### config.mk
export PLATFORM = sky130hd
export DESIGN_NAME = elevator_call_scheduler
export DESIGN_NICKNAME = d
export VERILOG_FILES = /design/src/rtl/elevator_pkg.sv /design/src/rtl/call_dir_sel.sv /design/src/rtl/elevator_call_scheduler.sv
export SDC_FILE = /design/constraint.sdc
export NUM_CORES = 1
export LEC_CHECK = 0
export CAP_MARGIN = 20
export CORE_MARGIN = 10
export CORE_UTILIZATION = 55
export DETAILED_ROUTE_END_ITERATION = 12
export GPL_TIMING_DRIVEN = 0
export PLACE_DENSITY = 0.82
export REMOVE_ABC_BUFFERS = 1
export SLEW_MARGIN = 15
export SYNTH_ARGS = -nofsm -noshare
export SYNTH_HDL_FRONTEND = slang
export SYNTH_SLANG_ARGS = --single-unit
### constraint.sdc
create_clock -name clk -period 5 [get_ports clk]
set_input_delay 0.75 -clock clk [delete_from_list [all_inputs] [get_ports clk]]
set_output_delay 0.75 -clock clk [all_outputs]
set_load 0.01 [all_outputs]
### src/rtl/elevator_pkg.sv
// elevator_pkg: shared floor encodings, FSM states and counter width
package elevator_pkg;
    localparam int CNT_W = 4;
    localparam logic [1:0] FLOOR_A = 2'b00;
    localparam logic [1:0] FLOOR_B = 2'b01;
    localparam logic [1:0] FLOOR_C = 2'b10;
    typedef enum logic [1:0] {IDLE, MOVE, OPEN} state_t;
endpackage

### src/rtl/call_dir_sel.sv
// call_dir_sel: request-here, request-ahead and sweep direction for a given floor
module call_dir_sel
    import elevator_pkg::*;
(
    input  logic [1:0] floor,
    input  logic       dir_up,
    input  logic [2:0] pending,
    output logic       req_here,
    output logic       req_ahead,
    output logic       next_dir_up
);
    logic [2:0] here_m;
    logic [2:0] above_m;
    logic [2:0] below_m;
    // Mask pending calls by position relative to the floor; ends force the sweep to turn
    always_comb begin
        here_m      = 3'b001 << floor;
        above_m     = (floor == FLOOR_A) ? 3'b110 : (floor == FLOOR_B) ? 3'b100 : 3'b000;
        below_m     = (floor == FLOOR_C) ? 3'b011 : (floor == FLOOR_B) ? 3'b001 : 3'b000;
        req_here    = |(pending & here_m);
        req_ahead   = |(pending & (dir_up ? above_m : below_m));
        next_dir_up = (floor == FLOOR_A) ? 1'b1 :
                      (floor == FLOOR_C) ? 1'b0 :
                      req_ahead ? dir_up : ~dir_up;
    end
endmodule

### src/rtl/elevator_call_scheduler.sv
// elevator_call_scheduler: call latch, sweep FSM, travel and door dwell timing
module elevator_call_scheduler
    import elevator_pkg::*;
#(
    parameter int TRAVEL_TICKS = 2,
    parameter int DWELL_TICKS  = 3
) (
    input  logic       clk,
    input  logic       reset,
    input  logic       tick,
    input  logic       A_e,
    input  logic       B_e,
    input  logic       C_e,
    input  logic       A_i,
    input  logic       B_i,
    input  logic       C_i,
    input  logic       alarm,
    output logic [1:0] floor,
    output logic       door_closed,
    output logic       moving,
    output logic       dir_up,
    output logic [2:0] pending
);
    localparam logic [CNT_W-1:0] TRAVEL_LAST = CNT_W'(TRAVEL_TICKS - 1);
    localparam logic [CNT_W-1:0] DWELL_LAST  = CNT_W'(DWELL_TICKS - 1);

    state_t           state, state_nx;
    logic [1:0]       floor_nx, step_floor;
    logic             dir_nx;
    logic [2:0]       pend_nx, calls, clr, here_m, arr_m;
    logic [CNT_W-1:0] tcnt, tcnt_nx, dcnt, dcnt_nx;
    logic             here_req, here_ahead, here_dir;
    logic             arr_req, arr_ahead, arr_dir;

    assign calls       = {C_e | C_i, B_e | B_i, A_e | A_i};
    assign step_floor  = dir_up ? floor + 2'd1 : floor - 2'd1;
    assign here_m      = 3'b001 << floor;
    assign arr_m       = 3'b001 << step_floor;
    assign door_closed = state != OPEN;
    assign moving      = state == MOVE;

    call_dir_sel u_here (
        .floor      (floor),
        .dir_up     (dir_up),
        .pending    (pending),
        .req_here   (here_req),
        .req_ahead  (here_ahead),
        .next_dir_up(here_dir)
    );

    call_dir_sel u_arrive (
        .floor      (step_floor),
        .dir_up     (dir_up),
        .pending    (pending),
        .req_here   (arr_req),
        .req_ahead  (arr_ahead),
        .next_dir_up(arr_dir)
    );

    // Next state, position, direction and counters; clears beat new calls in the latch
    always_comb begin
        state_nx = state;
        floor_nx = floor;
        dir_nx   = dir_up;
        tcnt_nx  = tcnt;
        dcnt_nx  = dcnt;
        clr      = 3'b000;
        case (state)
            IDLE: begin
                if (here_req) begin
                    state_nx = OPEN;
                    clr      = here_m;
                    dcnt_nx  = '0;
                end else if (|pending) begin
                    state_nx = MOVE;
                    dir_nx   = here_dir;
                    tcnt_nx  = '0;
                end
            end
            MOVE: begin
                if (tick) begin
                    if (tcnt == TRAVEL_LAST) begin
                        floor_nx = step_floor;
                        tcnt_nx  = '0;
                        dir_nx   = arr_dir;
                        if (arr_req) begin
                            state_nx = OPEN;
                            clr      = arr_m;
                            dcnt_nx  = '0;
                        end else if (~|pending) begin
                            state_nx = IDLE;
                        end
                    end else begin
                        tcnt_nx = tcnt + 1'b1;
                    end
                end
            end
            OPEN: begin
                clr = here_m;
                if (alarm || |(calls & here_m)) begin
                    dcnt_nx = '0;
                end else if (tick) begin
                    if (dcnt == DWELL_LAST) begin
                        state_nx = IDLE;
                        dcnt_nx  = '0;
                    end else begin
                        dcnt_nx = dcnt + 1'b1;
                    end
                end
            end
            default: state_nx = IDLE;
        endcase
        pend_nx = (pending | calls) & ~clr;
    end

    // State and request registers with asynchronous active-low reset
    always_ff @(posedge clk or negedge reset) begin
        if (!reset) begin
            state   <= IDLE;
            floor   <= FLOOR_A;
            dir_up  <= 1'b1;
            pending <= 3'b000;
            tcnt    <= '0;
            dcnt    <= '0;
        end else begin
            state   <= state_nx;
            floor   <= floor_nx;
            dir_up  <= dir_nx;
            pending <= pend_nx;
            tcnt    <= tcnt_nx;
            dcnt    <= dcnt_nx;
        end
    end
endmodule

==> results.md, run 1 <==
* Final Routed Wirelength at 2600 um
* Via count at 981
* First-pass GRT wire length at 4570 um
* Highest cell delay on the worst timing path at 0.57 ns
* GRT Residual Overflow at 0
* Flop and latch count out of synthesis at 16
* Cell-by-cell listing of the critical path: inv_1, ha_1, xnor2_1, inv_1, ha_1, a222oi_1, nor3_4, o32ai_1, a22o_1
* Max Slew Vio Count at 0
* Sequential element share of the synthesized area at 35.6%
* Half-perimeter wire length of the detailed placement result at 1980 um
* Arrival time reported for the critical path endpoint at 3.02 ns
* Leakage power summed over all cells at 0.558 nW
* Final min period at 2.79 ns
* Initial DRT Pass Iterations at 4
* Setup crit end kind: flop
* Post-synthesis to final-layout area growth at 19.0%
* Post-Synthesis Cell Area at 1130 um^2
* Total Power at 0.000639 W
* Max Root-Sink Buffers at 2
* Resized cells post-CTS at 0
* Number of buffers added for setup after CTS at 0
* Final Instance Count excl. Fillers at 162
* Gr usage total at 13.1%
* Residual DRC at 0
* Hold Violations, Final at 0
* WHS at 0.545 ns
* Setup CP Type: flop to flop
* Largest family of logic cells by synthesized area: simple AND/OR/NAND/NOR gates
* Routed WL per cell at 16.1 um
* Adder and majority gate portion of the synthesized area at 11.1%
* CTS tree: yes
* Cell Pwr Density at 476 nW/um^2
* Clock latency at the later pin of the worst-skew pair at 0.29 ns
* Count of flip-flops with a built-in enable after synthesis at 0
* Simple-gate share of the synthesized area at 22.8%
* Initial cell density of the core at 57.5%
* Antenna diode instance count at 0
* Clock-pin slew reported for the worst setup and hold paths after clock tree synthesis at 0.10 ns
* Commonest non-fill, non-tap cells in the layout: 17 x sky130_fd_sc_hd__clkdlybuf4s50_1, 15 x sky130_fd_sc_hd__dfrtp_1, 10 x sky130_fd_sc_hd__ha_1, 9 x sky130_fd_sc_hd__inv_1, 7 x sky130_fd_sc_hd__nand3_1
* Count of synthesis-stage warnings from yosys at 0
* HP Class: flop to flop
* Period Utilization, post-route at 55.7%
* Initial antenna violation count at 0
* Run status: finished clean
* Fraction of final layout cells with drive strength greater than 1 at 5.93%
* Maximum clock frequency at 359 MHz
* Number of global-route vias before repair at 1005
* Remaining max-slew budget at the tightest pin at 47.8%
* Most common cell after layout, fill and taps aside: sky130_fd_sc_hd__clkdlybuf4s50_1
* # H-tree levels at 1
* Share of the synthesized area in compound gates (AO/OA/AOI/OAI) at 18.4%
* Multiplexer share of the synthesized area at 4.43%
* Maximum VDD drop at 294 uV
* Post-layout net count at 156
* Gate count after technology mapping at 121
* CP max FO at 6
* Largest net degree at the start of global routing at 17
* CTS Sinks at 16
* Proportion of register bits with asynchronous set or reset after synthesis at 100%
* Die area at 4260 um^2
* Final setup viols at 0
* Final estimated routing congestion in global placement at 0.786
* Count of antenna-violating nets left after detailed routing at 0
* Via-per-instance ratio at 6.06
* Unrepaired setup endpoints after global routing: no
* Die width at 65.3 um
* Data required time of the worst path at 5.23 ns
* Total placed cells including tap cells at 158
* Launching element type of the critical path: flop
* Mapped Avg Cell Area at 9.33 um^2
* Number of distinct standard cells referenced by the synthesized netlist at 34
* I/O Pins at 18
* Number of buffers inserted by hold repair at cts at 0
* Number of max-capacitance violations reported at 0
* Cell type of the slowest stage on the worst timing path: sky130_fd_sc_hd__a222oi_1
* Port-buffer cells at 17
* Total CTS buffers at 3
* Synthesized-area fraction occupied by xor and xnor cells at 2.33%
* CTS Root Buffer Type: sky130_fd_sc_hd__clkbuf_4
* Core outline area at 1960 um^2
* Detailed Route Iter0 Violations at 38
* Number of rows created at floorplan at 16
* Die Height at 65.3 um
* Worst clock skew on the final layout at 0.00326 ns
* Final-layout setup total negative slack at 0 ns
* Most used DFF post-synth: sky130_fd_sc_hd__dfrtp_1
* Worst slew pin tran at 0.781 ns
## power by group
group          internal [W]  switching [W]
Clock             0.0000444      0.0000439
Combinational      0.000162       0.000177
Sequential         0.000164      0.0000476
Total              0.000370       0.000269
## synth_stat cells, drive strengths merged, types with 2 or more instances
cell     count  area (um^2)
dfrtp       15          375
nand4        2         12.5
a222oi       2         20.0
xnor2        3         26.3
clkbuf       7         26.3
nor4         2         12.5
a2111oi      2         17.5
nand2b       2         12.5
nor3         6         41.3
inv          9         33.8
nor3b        5         37.5
nand3        7         35.0
o21ai        5         25.0
mux2i        5         50.1
a21oi        3         15.0
a21o         2         16.3
nor2b        3         18.8
nand3b       4         30.0
a22o         2         17.5
nand2        5         18.8
ha          10          125
a221o        3         30.0
nor2         6         22.5
a221oi       3         26.3
## routing by layer
metal	vias up	part of all wire (%)	GRT usage, %
li1	478	-	-
met2	21	49	21.2
met3	4	4.4	3.39
met1	478	45	15.5
met5	-	0	0
met4	0	1.6	6.68
## registers in the layout, summed over array words and instances (netlist names)
register  count
floor         2
dir_up        1
tcnt          4
dcnt          4
pending       3
state         2
## cell families after synthesis
group	after synthesis
buffers and inverters	16
and+or+nand+nor	44
AOI/OAI and AO/OA	27
adders and majority gates	10
xor gates and xnor gates	3
DFF	16
muxes	5
## final timing paths
path | from | end | slack (ns) | cells past startpoint
setup / recovery | floor[0] | dcnt[0] | 2.21 | 9
hold / removal | dir_up | dir_up | 0.55 | 2
setup reg to reg | floor[0] | dcnt[0] | 2.21 | 9
hold reg to reg | dir_up | dir_up | 0.55 | 2
max in group asynchronous | reset | pending[2] | 3.61 | 1
min in group asynchronous | reset | state[0] | 0.91 | 1
## per-stage QoR
step	util, %	worst slack, ns	area, um^2
6_report	68.4	2.21	1340
5_1_grt	68.4	1.99	1340
4_1_cts	68.4	2.18	1340
3_5_place_dp	66.6	2.23	1310
3_3_place_gp	66.6	2.34	1310
2_1_floorplan	-	2.53	1100
## cell type report
type / instances / area (um^2)
Multi-Input combinational cell: 89 / 667
Sequential cell: 16 / 402
Fill cell: 171 / 619
Inverter: 9 / 33.8
Clock buffer: 4 / 36.3
Timing Repair Buffer: 17 / 170
Tap cell: 27 / 33.8
## worst max-delay path: cells and delay by family, from the launching register on
kind | cells | cell delay (ns)
buffers and inverters | 2 | 0.27
and+or+nand+nor | 1 | 0.13
AOI/OAI and AO/OA | 3 | 0.97
xor gates and xnor gates | 1 | 0.29
DFF | 1 | 0.46
adders and majority gates | 2 | 0.60
Power figures use the tool's default switching activity.
==> run 2: changes to the inputs <==
CORE_UTILIZATION = 52   (was 55)
PLACE_DENSITY = 0.78   (was 0.82)
clock period = 2.6 ns   (was 5 ns; I/O delays follow)
==> results.md, run 2 (synthesis gave the netlist of run 1 again) <==
* GRT Residual Overflow at 0 (unchanged)
* Cell area after placement at 1310 um^2 (unchanged)
* Final setup viols at 0 (unchanged)
* Via-per-instance ratio at 6.04 (-0.31%)
* Fraction of final layout cells with drive strength greater than 1 at 10.3% (+4.4 points)
* Setup CP Type: flop to flop
* Core outline area at 2020 um^2 (+3.1%)
* Registers with the most flip-flops: dcnt: 4 flops, tcnt: 4 flops, pending: 3 flops
* Largest net degree at the start of global routing at 17 (unchanged)
* Leakage power summed over all cells at 0.567 nW (+1.7%)
* Commonest non-fill, non-tap cells in the layout: 17 x sky130_fd_sc_hd__clkdlybuf4s50_1, 14 x sky130_fd_sc_hd__dfrtp_1, 9 x sky130_fd_sc_hd__ha_1, 8 x sky130_fd_sc_hd__inv_1, 7 x sky130_fd_sc_hd__nand3_1
* Maximum clock frequency at 409 MHz (+14%)
* First-pass GRT wire length at 4450 um (-2.6%)
* Die Height at 66.6 um (+2.0%)
* Die area at 4430 um^2 (+4.0%)
* Half-perimeter wire length of the detailed placement result at 1900 um (-3.8%)
* Max Root-Sink Buffers at 2 (unchanged)
* Run status: finished clean
* Number of global-route vias before repair at 939 (-6.6%)
* I/O Pins at 18 (unchanged)
* Final estimated routing congestion in global placement at 0.759 (-3.5%)
* Launch instance of the worst register-to-register path: floor[0]
* # H-tree levels at 1 (unchanged)
* Routed WL per cell at 16.3 um (+1.6%)
* CTS Root Buffer Type: sky130_fd_sc_hd__clkbuf_4
* Period Utilization, post-route at 94.1% (+38 points)
* Number of max-capacitance violations reported at 0 (unchanged)
* Number of rows created at floorplan at 16 (unchanged)
* Residual DRC at 0 (unchanged)
* Port-buffer cells at 17 (unchanged)
* Maximum VDD drop at 697 uV (+140%)
* Clock latency at the later pin of the worst-skew pair at 0.30 ns (about the same)
* Post-layout net count at 157 (+0.64%)
* Worst reg-to-reg setup slack at 0.15 ns (-2.06 ns)
* Met2 Usage GRT at 20.1% (-1.1 points)
* Setup crit end kind: flop
* Worst r2r path cells at 9 (unchanged)
* Finished Cell Area at 1370 um^2 (+1.9%)
* Cell Pwr Density at 973 nW/um^2 (+100%)
* Remaining max-slew budget at the tightest pin at 46.1% (-1.7 points)
* Initial DRT Pass Iterations at 4 (unchanged)
* Launching element type of the critical path: flop
* Met1 Usage GRT at 15.3% (-0.23 points)
* Data required time of the worst path at 2.82 ns (-2.41 ns)
* Most common cell after layout, fill and taps aside: sky130_fd_sc_hd__clkdlybuf4s50_1
* Initial cell density of the core at 55.8% (-1.7 points)
* Unrepaired setup endpoints after global routing: no
* Post-synthesis to final-layout area growth at 21.2%
* Most crowded layer after global routing: met2
* HP Class: primary input to async pin
* Arrival time reported for the critical path endpoint at 2.67 ns (-0.35 ns)
* Worst slew pin tran at 0.806 ns (+0.0252 ns)
* Initial antenna violation count at 0 (unchanged)
* Filler Cells Inserted at 164 (-4.1%)
* Final min period at 2.45 ns (-0.340 ns)
* CTS tree: yes
* Final Routed Wirelength at 2660 um (+2.2%)
* WHS at 0.542 ns (-0.00328 ns)
* Max Slew Vio Count at 0 (unchanged)
* CTS Sinks at 16 (unchanged)
* Detailed Route Iter0 Violations at 45 (+18%)
* Total CTS buffers at 3 (unchanged)
* Gr usage total at 12.8% (-0.31 points)
* Via count at 984 (+0.31%)
* Die width at 66.6 um (+2.0%)
* Hold Violations, Final at 0 (unchanged)
* CP max FO at 6 (unchanged)
* Clock-pin slew reported for the worst setup and hold paths after clock tree synthesis at 0.11 ns (about the same)
* Antenna diode instance count at 0 (unchanged)
* Endpoint of the worst register-to-register path: dir_up
* Count of antenna-violating nets left after detailed routing at 0 (unchanged)
* Met3 usage at 3.51% (+0.12 points)
* Worst clock skew on the final layout at 0.0123 ns (+0.00907 ns)
## run 2: changes by cell type in the layout (fill, tap and decap cells not counted), sizes merged
cell / delta
buf: +1
## run 2: critical path, cell delays in order (launching register included)
cell and delay, ns:
sky130_fd_sc_hd__dfrtp_2 0.44, sky130_fd_sc_hd__inv_2 0.09, sky130_fd_sc_hd__ha_1 0.36, sky130_fd_sc_hd__xnor2_2 0.21
sky130_fd_sc_hd__inv_1 0.10, sky130_fd_sc_hd__ha_2 0.32, sky130_fd_sc_hd__nand3b_1 0.12, sky130_fd_sc_hd__a2111oi_2 0.44
sky130_fd_sc_hd__nor4_1 0.13, sky130_fd_sc_hd__mux2i_1 0.17
## run 2: final cells by class
cell class | count | area [um^2] | share of cell area (%)
Tap cell | 27 | 33.8 | 2.47
Multi-Input combinational cell | 89 | 683 | 50.0
Clock buffer | 4 | 36.3 | 2.65
Inverter | 9 | 33.8 | 2.47
Sequential cell | 16 | 403 | 29.5
Timing Repair Buffer | 18 | 178 | 13.0
## run 2: worst max path at each step
stage              from       to  slack [ns]
3_5_place_dp   floor[0]  dcnt[0]       -0.17
4_1_cts        floor[0]  dcnt[2]       0.006
2_1_floorplan  floor[0]  dcnt[0]        0.13
5_1_grt        floor[0]   dir_up       0.004
3_3_place_gp   floor[0]  dcnt[0]       -0.06
6_report       floor[0]   dir_up        0.15
## run 2: repair_timing
item,in CTS,in global routing
buffers inserted,1,0
hold buffers,0,0
pin swaps,1,2
setup endpoints to repair,9,8
resized for setup,1,5
## run 2: through the flow
stage | setup slack, ns | setup TNS [ns] | cells | utilization (%) | total power (W)
3_3_place_gp | -0.0641 | -0.124 | 158 | 64.6 | 0.00102
5_1_grt | 0.00372 | 0 | 163 | 67.6 | 0.00144
6_report | 0.154 | 0 | 163 | 67.6 | 0.00133
2_1_floorplan | 0.130 | 0 | 114 | - | 0.000851
4_1_cts | 0.00610 | 0 | 163 | 67.1 | 0.00128
3_5_place_dp | -0.168 | -0.715 | 158 | 64.6 | 0.00105
## run 2: layer usage
metal	up-vias	wire, um	share of wire, %
met1	476	1150	43
met4	0	44	1.7
met3	4	170	6.4
met5	-	0	0
li1	476	-	-
met2	28	1290	49
## run 2: where the power goes
group	leakage (nW)	switching (W)	internal (W)
registers	0.180	0.0000947	0.000316
logic	0.366	0.000379	0.000367
clock network	0.0210	0.0000880	0.0000854
total	0.567	0.000562	0.000769
==> run 3: changes to the inputs <==
SKIP_LAST_GASP = 1   (was unset)
==> results of run 3 <==
Same layout as run 2: the final DEF is identical, and so are final timing and power.
